`src/rtl/aes_cipher_iter_if.sv`:
```
// aes_cipher_iter_if: plaintext-in / ciphertext-out valid/ready bundle.
// master drives in_valid, plaintext, keyschedule, out_ready; slave (core) drives the rest.
interface aes_cipher_iter_if #(
  parameter int nr = 10
);
  logic                     in_valid;
  logic                     in_ready;
  logic [0:127]             plaintext;
  logic [0:128*(nr+1)-1]    keyschedule;
  logic                     out_valid;
  logic                     out_ready;
  logic [0:127]             ciphertext;
  logic                     busy;

  modport master (
    output in_valid,
    output plaintext,
    output keyschedule,
    output out_ready,
    input  in_ready,
    input  out_valid,
    input  ciphertext,
    input  busy
  );

  modport slave (
    input  in_valid,
    input  plaintext,
    input  keyschedule,
    input  out_ready,
    output in_ready,
    output out_valid,
    output ciphertext,
    output busy
  );
endinterface

```
`src/rtl/aes_cipher_iter.sv`:
```
// aes_cipher_iter: iterative AES encrypt, one round per clock, nk/nr selects 128/192/256.
// Ports: clk, rst (async high), io (slave: in_valid/in_ready/plaintext/keyschedule,
// out_valid/out_ready/ciphertext, busy). Optional: AES_CIPHER_KEY_LATCH_EN latches keys.
module aes_sbox (
  input  logic [7:0] a,
  output logic [7:0] y
);
  localparam logic [0:2047] tbl = {
    128'h637c777bf26b6fc53001672bfed7ab76,
    128'hca82c97dfa5947f0add4a2af9ca472c0,
    128'hb7fd9326363ff7cc34a5e5f171d83115,
    128'h04c723c31896059a071280e2eb27b275,
    128'h09832c1a1b6e5aa0523bd6b329e32f84,
    128'h53d100ed20fcb15b6acbbe394a4c58cf,
    128'hd0efaafb434d338545f9027f503c9fa8,
    128'h51a3408f929d38f5bcb6da2110fff3d2,
    128'hcd0c13ec5f974417c4a77e3d645d1973,
    128'h60814fdc222a908846eeb814de5e0bdb,
    128'he0323a0a4906245cc2d3ac629195e479,
    128'he7c8376d8dd54ea96c56f4ea657aae08,
    128'hba78252e1ca6b4c6e8dd741f4bbd8b8a,
    128'h703eb5664803f60e613557b986c11d9e,
    128'he1f8981169d98e949b1e87e9ce5528df,
    128'h8ca1890dbfe6426841992d0fb054bb16
  };

  assign y = tbl[{a, 3'b000} +: 8];
endmodule

module aes_cipher_iter #(
  parameter int nk = 4,
  parameter int nr = 10
) (
  input logic clk,
  input logic rst,
  aes_cipher_iter_if.slave io
);
  if ((nr != nk + 6) || (nr < 10) || (nr > 14)) begin : g_bad_cfg
    $error("aes_cipher_iter: nk/nr pair is not an AES variant");
  end

  typedef enum logic [1:0] {
    IDLE = 2'd0,
    RUN  = 2'd1,
    DONE = 2'd2
  } state_t;

  state_t       state;
  state_t       state_nx;
  logic [3:0]   round;
  logic [0:127] st;
  logic [0:127] sb;
  logic [0:127] sr;
  logic [0:127] mc;
  logic [0:127] rk_cur;
  logic [0:127] rk [1:nr];
  logic         last;

  assign last = (round == 4'(nr));

`ifdef AES_CIPHER_KEY_LATCH_EN
  // Round key 0 is consumed on the accept edge itself,
  // so only rounds 1..nr need to be held.
  logic [0:128*nr-1] key_q;

  always_ff @(posedge clk or posedge rst) begin
    if (rst) begin
      key_q <= '0;
    end else if (state == IDLE && io.in_valid) begin
      key_q <= io.keyschedule[128 +: 128*nr];
    end
  end
`endif

  for (genvar i = 1; i <= nr; i++) begin : g_rk
`ifdef AES_CIPHER_KEY_LATCH_EN
    assign rk[i] = key_q[128*(i-1) +: 128];
`else
    assign rk[i] = io.keyschedule[128*i +: 128];
`endif
  end

  always_comb begin
    rk_cur = '0;
    for (int i = 1; i <= nr; i++) begin
      if (round == 4'(i)) rk_cur = rk[i];
    end
  end

  for (genvar i = 0; i < 16; i++) begin : g_sb
    aes_sbox u_sbox (
      .a(st[8*i +: 8]),
      .y(sb[8*i +: 8])
    );
  end

  // Row r rotates left by r columns: out(r,c) = in(r,(c+r)%4).
  always_comb begin
    sr = '0;
    for (int r = 0; r < 4; r++) begin
      for (int c = 0; c < 4; c++) begin
        sr[8*(r+4*c) +: 8] = sb[8*(r+4*((c+r)%4)) +: 8];
      end
    end
  end

  function automatic logic [7:0] xt(input logic [7:0] b);
    return {b[6:0], 1'b0} ^ (b[7] ? 8'h1b : 8'h00);
  endfunction

  always_comb begin
    logic [7:0] a0, a1, a2, a3;
    mc = '0;
    for (int c = 0; c < 4; c++) begin
      a0 = sr[32*c +: 8];
      a1 = sr[32*c+8 +: 8];
      a2 = sr[32*c+16 +: 8];
      a3 = sr[32*c+24 +: 8];
      mc[32*c +: 8]    = xt(a0) ^ xt(a1) ^ a1 ^ a2 ^ a3;
      mc[32*c+8 +: 8]  = a0 ^ xt(a1) ^ xt(a2) ^ a2 ^ a3;
      mc[32*c+16 +: 8] = a0 ^ a1 ^ xt(a2) ^ xt(a3) ^ a3;
      mc[32*c+24 +: 8] = xt(a0) ^ a0 ^ a1 ^ a2 ^ xt(a3);
    end
  end

  always_ff @(posedge clk or posedge rst) begin
    if (rst) begin
      state <= IDLE;
    end else begin
      state <= state_nx;
    end
  end

  always_comb begin
    state_nx = state;
    unique case (1'b1)
      (state == IDLE): if (io.in_valid)  state_nx = RUN;
      (state == RUN):  if (last)         state_nx = DONE;
      (state == DONE): if (io.out_ready) state_nx = IDLE;
      default:                           state_nx = IDLE;
    endcase
  end

  always_comb begin
    io.in_ready   = 1'b0;
    io.out_valid  = 1'b0;
    io.busy       = 1'b0;
    io.ciphertext = '0;
    unique case (1'b1)
      (state == IDLE): io.in_ready = 1'b1;
      (state == RUN):  io.busy = 1'b1;
      (state == DONE): begin
        io.busy       = 1'b1;
        io.out_valid  = 1'b1;
        io.ciphertext = st;
      end
      default: ;
    endcase
  end

  always_ff @(posedge clk or posedge rst) begin
    if (rst) begin
      st    <= '0;
      round <= '0;
    end else begin
      unique case (state)
        IDLE: begin
          if (io.in_valid) begin
            st    <= io.plaintext ^ io.keyschedule[0:127];
            round <= 4'd1;
          end
        end
        RUN: begin
          st    <= last ? (sr ^ rk_cur) : (mc ^ rk_cur);
          round <= last ? 4'd0 : round + 4'd1;
        end
        default: ;
      endcase
    end
  end
endmodule
```
`src/flat_wrapper.sv`:
```
// flat-port wrapper written by rule: the top's interface ports become plain ports
module aes_cipher_iter_flat 
#(
  parameter int nk = 4,
  parameter int nr = 10
)
  (clk, rst, io_in_valid, io_plaintext, io_keyschedule, io_out_ready, io_in_ready, io_out_valid, io_ciphertext, io_busy);
  aes_cipher_iter_if #(.nr(nr)) io_i ();
  input logic clk;
  input logic rst;
  input wire logic [$bits(io_i.in_valid)-1:0] io_in_valid;
  input wire logic [$bits(io_i.plaintext)-1:0] io_plaintext;
  input wire logic [$bits(io_i.keyschedule)-1:0] io_keyschedule;
  input wire logic [$bits(io_i.out_ready)-1:0] io_out_ready;
  output wire logic [$bits(io_i.in_ready)-1:0] io_in_ready;
  output wire logic [$bits(io_i.out_valid)-1:0] io_out_valid;
  output wire logic [$bits(io_i.ciphertext)-1:0] io_ciphertext;
  output wire logic [$bits(io_i.busy)-1:0] io_busy;
  assign io_i.in_valid = io_in_valid;
  assign io_i.plaintext = io_plaintext;
  assign io_i.keyschedule = io_keyschedule;
  assign io_i.out_ready = io_out_ready;
  assign io_in_ready = io_i.in_ready;
  assign io_out_valid = io_i.out_valid;
  assign io_ciphertext = io_i.ciphertext;
  assign io_busy = io_i.busy;
  aes_cipher_iter #(.nk(nk), .nr(nr)) u_core (.clk(clk), .rst(rst), .io(io_i));
endmodule
```
`config.mk`:
```
export PLATFORM = sky130hd
export DESIGN_NAME = aes_cipher_iter_flat
export DESIGN_NICKNAME = d
export VERILOG_FILES = /design/src/rtl/aes_cipher_iter_if.sv /design/src/rtl/aes_cipher_iter.sv /design/src/flat_wrapper.sv
export SDC_FILE = /design/constraint.sdc
export NUM_CORES = 2
export LEC_CHECK = 0
export CAP_MARGIN = 25
export CORE_AREA = 8 8 653 655
export CTS_CLUSTER_DIAMETER = 80
export DETAILED_ROUTE_END_ITERATION = 8
export DIE_AREA = 0 0 661 663
export PLACE_DENSITY = 0.34
export SYNTH_ARGS = -nofsm -noshare
export SYNTH_HDL_FRONTEND = slang
export SYNTH_SLANG_ARGS = --single-unit
```
`constraint.sdc`:
```
create_clock -name clk -period 6 [get_ports clk]
set_clock_uncertainty 0.05 [all_clocks]
set_input_delay 1.2 -clock clk [delete_from_list [all_inputs] [get_ports clk]]
set_output_delay 1.2 -clock clk [all_outputs]
set_load 0.1 [all_outputs]
```
==> flow_metrics.tcl <==
set metrics [dict create \
    status "finished clean" \
    max_freq_ghz 0.174 \
    place_inst 17793 \
    drive_above_1_share 0.130 \
    portBuffers 1670 \
    ys_warn_count 0 \
    synth_seq_cells 134 \
    cap_viol_max_count 0 \
    htreeDepth 4 \
    vias 112494 \
    fillCellCount 46309 \
    worstPathCellList "nand4bb_4 -> buf_4 -> o21ai_0 -> a21oi_1 -> a21oi_1 -> xnor2_1 -> xnor2_1 -> xnor2_1 -> o21ai_0" \
    syn-cell-area_mm2 0.0787 \
    worstMarginPinSlew_ps 1310 \
    synthesis.nets 12991 \
    synthDistinctLibCells 144 \
    grt_use_met1 0.426 \
    synthCells 11221 \
    holdCritPathClass "flip-flop to flip-flop" \
    wl_um 869000 \
    hold_buffers 0 \
    finalCritPeriodShare 0.960 \
    crit_fanout 23 \
    fin_cells 18072 \
    cts_tree "done" \
    drtAntennaViolNets 0 \
    dpl.hpwl_um 714000 \
    die_area_mm2 0.438 \
    cp.required_ps 6330 \
    grt_pass1_vias 105561 \
    worst_path_most_repeated_cell "xnor2_1" \
    synth_top_flop_cell "dfrtp_1" \
    setup-tns-final_ps 0 \
    yosysSeqAreaShare 0.0426 \
    cts_buffers 17 \
    fp.coreArea_mm2 0.415 \
    place_ws_ps 361 \
    clk_path_buf_depth 2 \
    ys_top_cells_by_area "mux4_2, o21ai_0, a21oi_1" \
    rsz0062_at_grt "no" \
    worstSkewPairLatency_ps 600 \
    top_usage_layer "met2" \
    grt-ovfl-total 0 \
    critPathCaptureType "flip-flop" \
    syn_area_per_cell_um2 7.01 \
    min_period_ps 5760 \
    post_cts_buffers 0 \
    hold_viol 0 \
    die_h_um 663 \
    grtUsageTotal 0.374 \
    drtIter0Drc 18752 \
    cts-root-buf "clkbuf_16" \
    worst_setup_path_start_kind "flip-flop" \
    area.growth.synth_to_final_pct 32.6 \
    antenna_found_initial 303 \
    die_w_um 661 \
    grt_pass1_wl_um 1110000 \
    path_class "flip-flop to flip-flop" \
    relSlewSlack 0.129 \
    crit_path_top_delay_cell "dfrtp_1" \
    setup_viol 0 \
    path_clk_slew_ps 80 \
    cts_resized 0 \
    via_per_inst 6.22 \
    slowest_delay_ps 960 \
    drcViolationCount 0 \
    critPathArrivalTime_ps 6090 \
    start_util 0.189 \
    nets 14092 \
    yosys.area.top_type "mux4_2" \
    yosys.area.top_type_share 0.0624 \
    wl_per_cell_um 48.1 \
    drv_slew 0 \
    met3_usage 0.121 \
    synth_enable_flop_cells 0 \
    grt_max_degree 100 \
    dr.pass1.iters 7 \
    place_congestion 1.13 \
    ios 1671 \
    fin_ws_ps 238 \
    use_met2 0.563 \
    cts.sink_count 134 \
    async_reset_ff_frac 1.00 \
    row_count 237 \
]
-- stage by stage --
stage | cell area, um^2 | utilization | hold WS, ps
2_1_floorplan | 78700 | - | 436
3_3_place_gp | 102000 | 0.246 | 506
3_5_place_dp | 103000 | 0.248 | 517
4_1_cts | 104000 | 0.249 | 539
5_1_grt | 104000 | 0.251 | 572
6_report | 104000 | 0.251 | 544
-- sequential cells by signal, summed over array words and instances (netlist names) --
register	flops
u_core.st	128
u_core.round	4
u_core.state	2
-- synth_stat cells (172+ instances only) --
| cell | count |
|---|---|
| xor2_1 | 298 |
| mux4_2 | 218 |
| nand3_1 | 313 |
| ha_1 | 230 |
| o211ai_1 | 172 |
| o21ai_0 | 807 |
| clkbuf_1 | 683 |
| buf_2 | 452 |
| a21oi_1 | 797 |
| a211oi_1 | 218 |
| xnor2_1 | 388 |
| and2_1 | 232 |
| a31oi_1 | 232 |
| nor2_1 | 843 |
| nor3_1 | 346 |
| nand2b_1 | 370 |
| a22oi_1 | 184 |
| nor2b_1 | 313 |
| nand2_1 | 726 |
-- layout make-up --
type                    count  area (um^2)  share of cell area
clock inverters            13          171             0.00164
flip-flops and latches    134         3480              0.0334
repair buffers           2472        23500               0.225
inverters                 172          653             0.00626
well taps                5497         6880              0.0659
multi-input cells        9525        68600               0.657
clock buffers              19          443             0.00424
diodes                    240          601             0.00576
-- worst max-delay path: cells and delay by family, from the launching register on --
kind	cells	cell delay, ps
compound gates	4	2160
buf+inv	1	530
xor+xnor	3	900
flops	1	960
simple gates	1	860
-- cell families after synthesis --
| family | count (synthesis) | share of synthesized area |
|---|---|---|
| fa+ha+maj | 232 | 0.0368 |
| xor+xnor | 771 | 0.0997 |
| compound gates | 4363 | 0.394 |
| mux | 475 | 0.0979 |
| buf+inv | 1562 | 0.0906 |
| simple gates | 3684 | 0.238 |
| flops | 134 | 0.0426 |
-- cell usage in the layout (no fill, tap or decap), types with 98 or more instances in the layout --
| master | netlist | final |
|---|---|---|
| and2_1 | 232 | 229 |
| xor2_1 | 298 | 298 |
| nor3_1 | 346 | 345 |
| clkdlybuf4s50_1 | 0 | 1660 |
| mux2_2 | 151 | 151 |
| nor2_1 | 843 | 837 |
| o21ai_0 | 807 | 802 |
| a31oi_1 | 232 | 230 |
| o211ai_1 | 172 | 172 |
| a211oi_1 | 218 | 216 |
| o22ai_1 | 163 | 162 |
| nand2_1 | 726 | 722 |
| buf_4 | 101 | 749 |
| mux2i_1 | 103 | 103 |
| xnor2_1 | 388 | 388 |
| nand3_1 | 313 | 312 |
| o221ai_1 | 151 | 146 |
| nor2b_1 | 313 | 311 |
| mux4_2 | 218 | 218 |
| diode_2 | 0 | 240 |
| inv_1 | 129 | 125 |
| nand2b_1 | 370 | 369 |
| a22oi_1 | 184 | 183 |
| o31ai_1 | 98 | 98 |
| ha_1 | 230 | 228 |
| a21oi_1 | 797 | 794 |
| o311ai_0 | 166 | 166 |
| a311oi_1 | 157 | 156 |
| a221oi_1 | 168 | 166 |
-- path summary, 6_finish.rpt --
check / start / to / slack (ps) / cells past startpoint
max in group asynchronous: rst / u_core.st[101] / 3470 / 3
worst max-delay path: u_core.round[2] / u_core.st[94] / 240 / 9
worst max register to register: u_core.round[2] / u_core.st[94] / 240 / 9
worst min-delay path: u_core.st[0] / u_core.st[0] / 540 / 3
min in group asynchronous: rst / u_core.st[7] / 1180 / 2
worst min register to register: u_core.st[0] / u_core.st[0] / 540 / 3
-- routing by layer --
layer  up-vias  routed length (um)
met5         -                 819
met4       126               91800
met3      1931               93700
met2      8696              371000
met1     56294              312000
li1      45447                   -
Power is left out: the tool's default activity adds up to more than one toggle a clock period on the data nets, which glitch-free logic cannot reach.
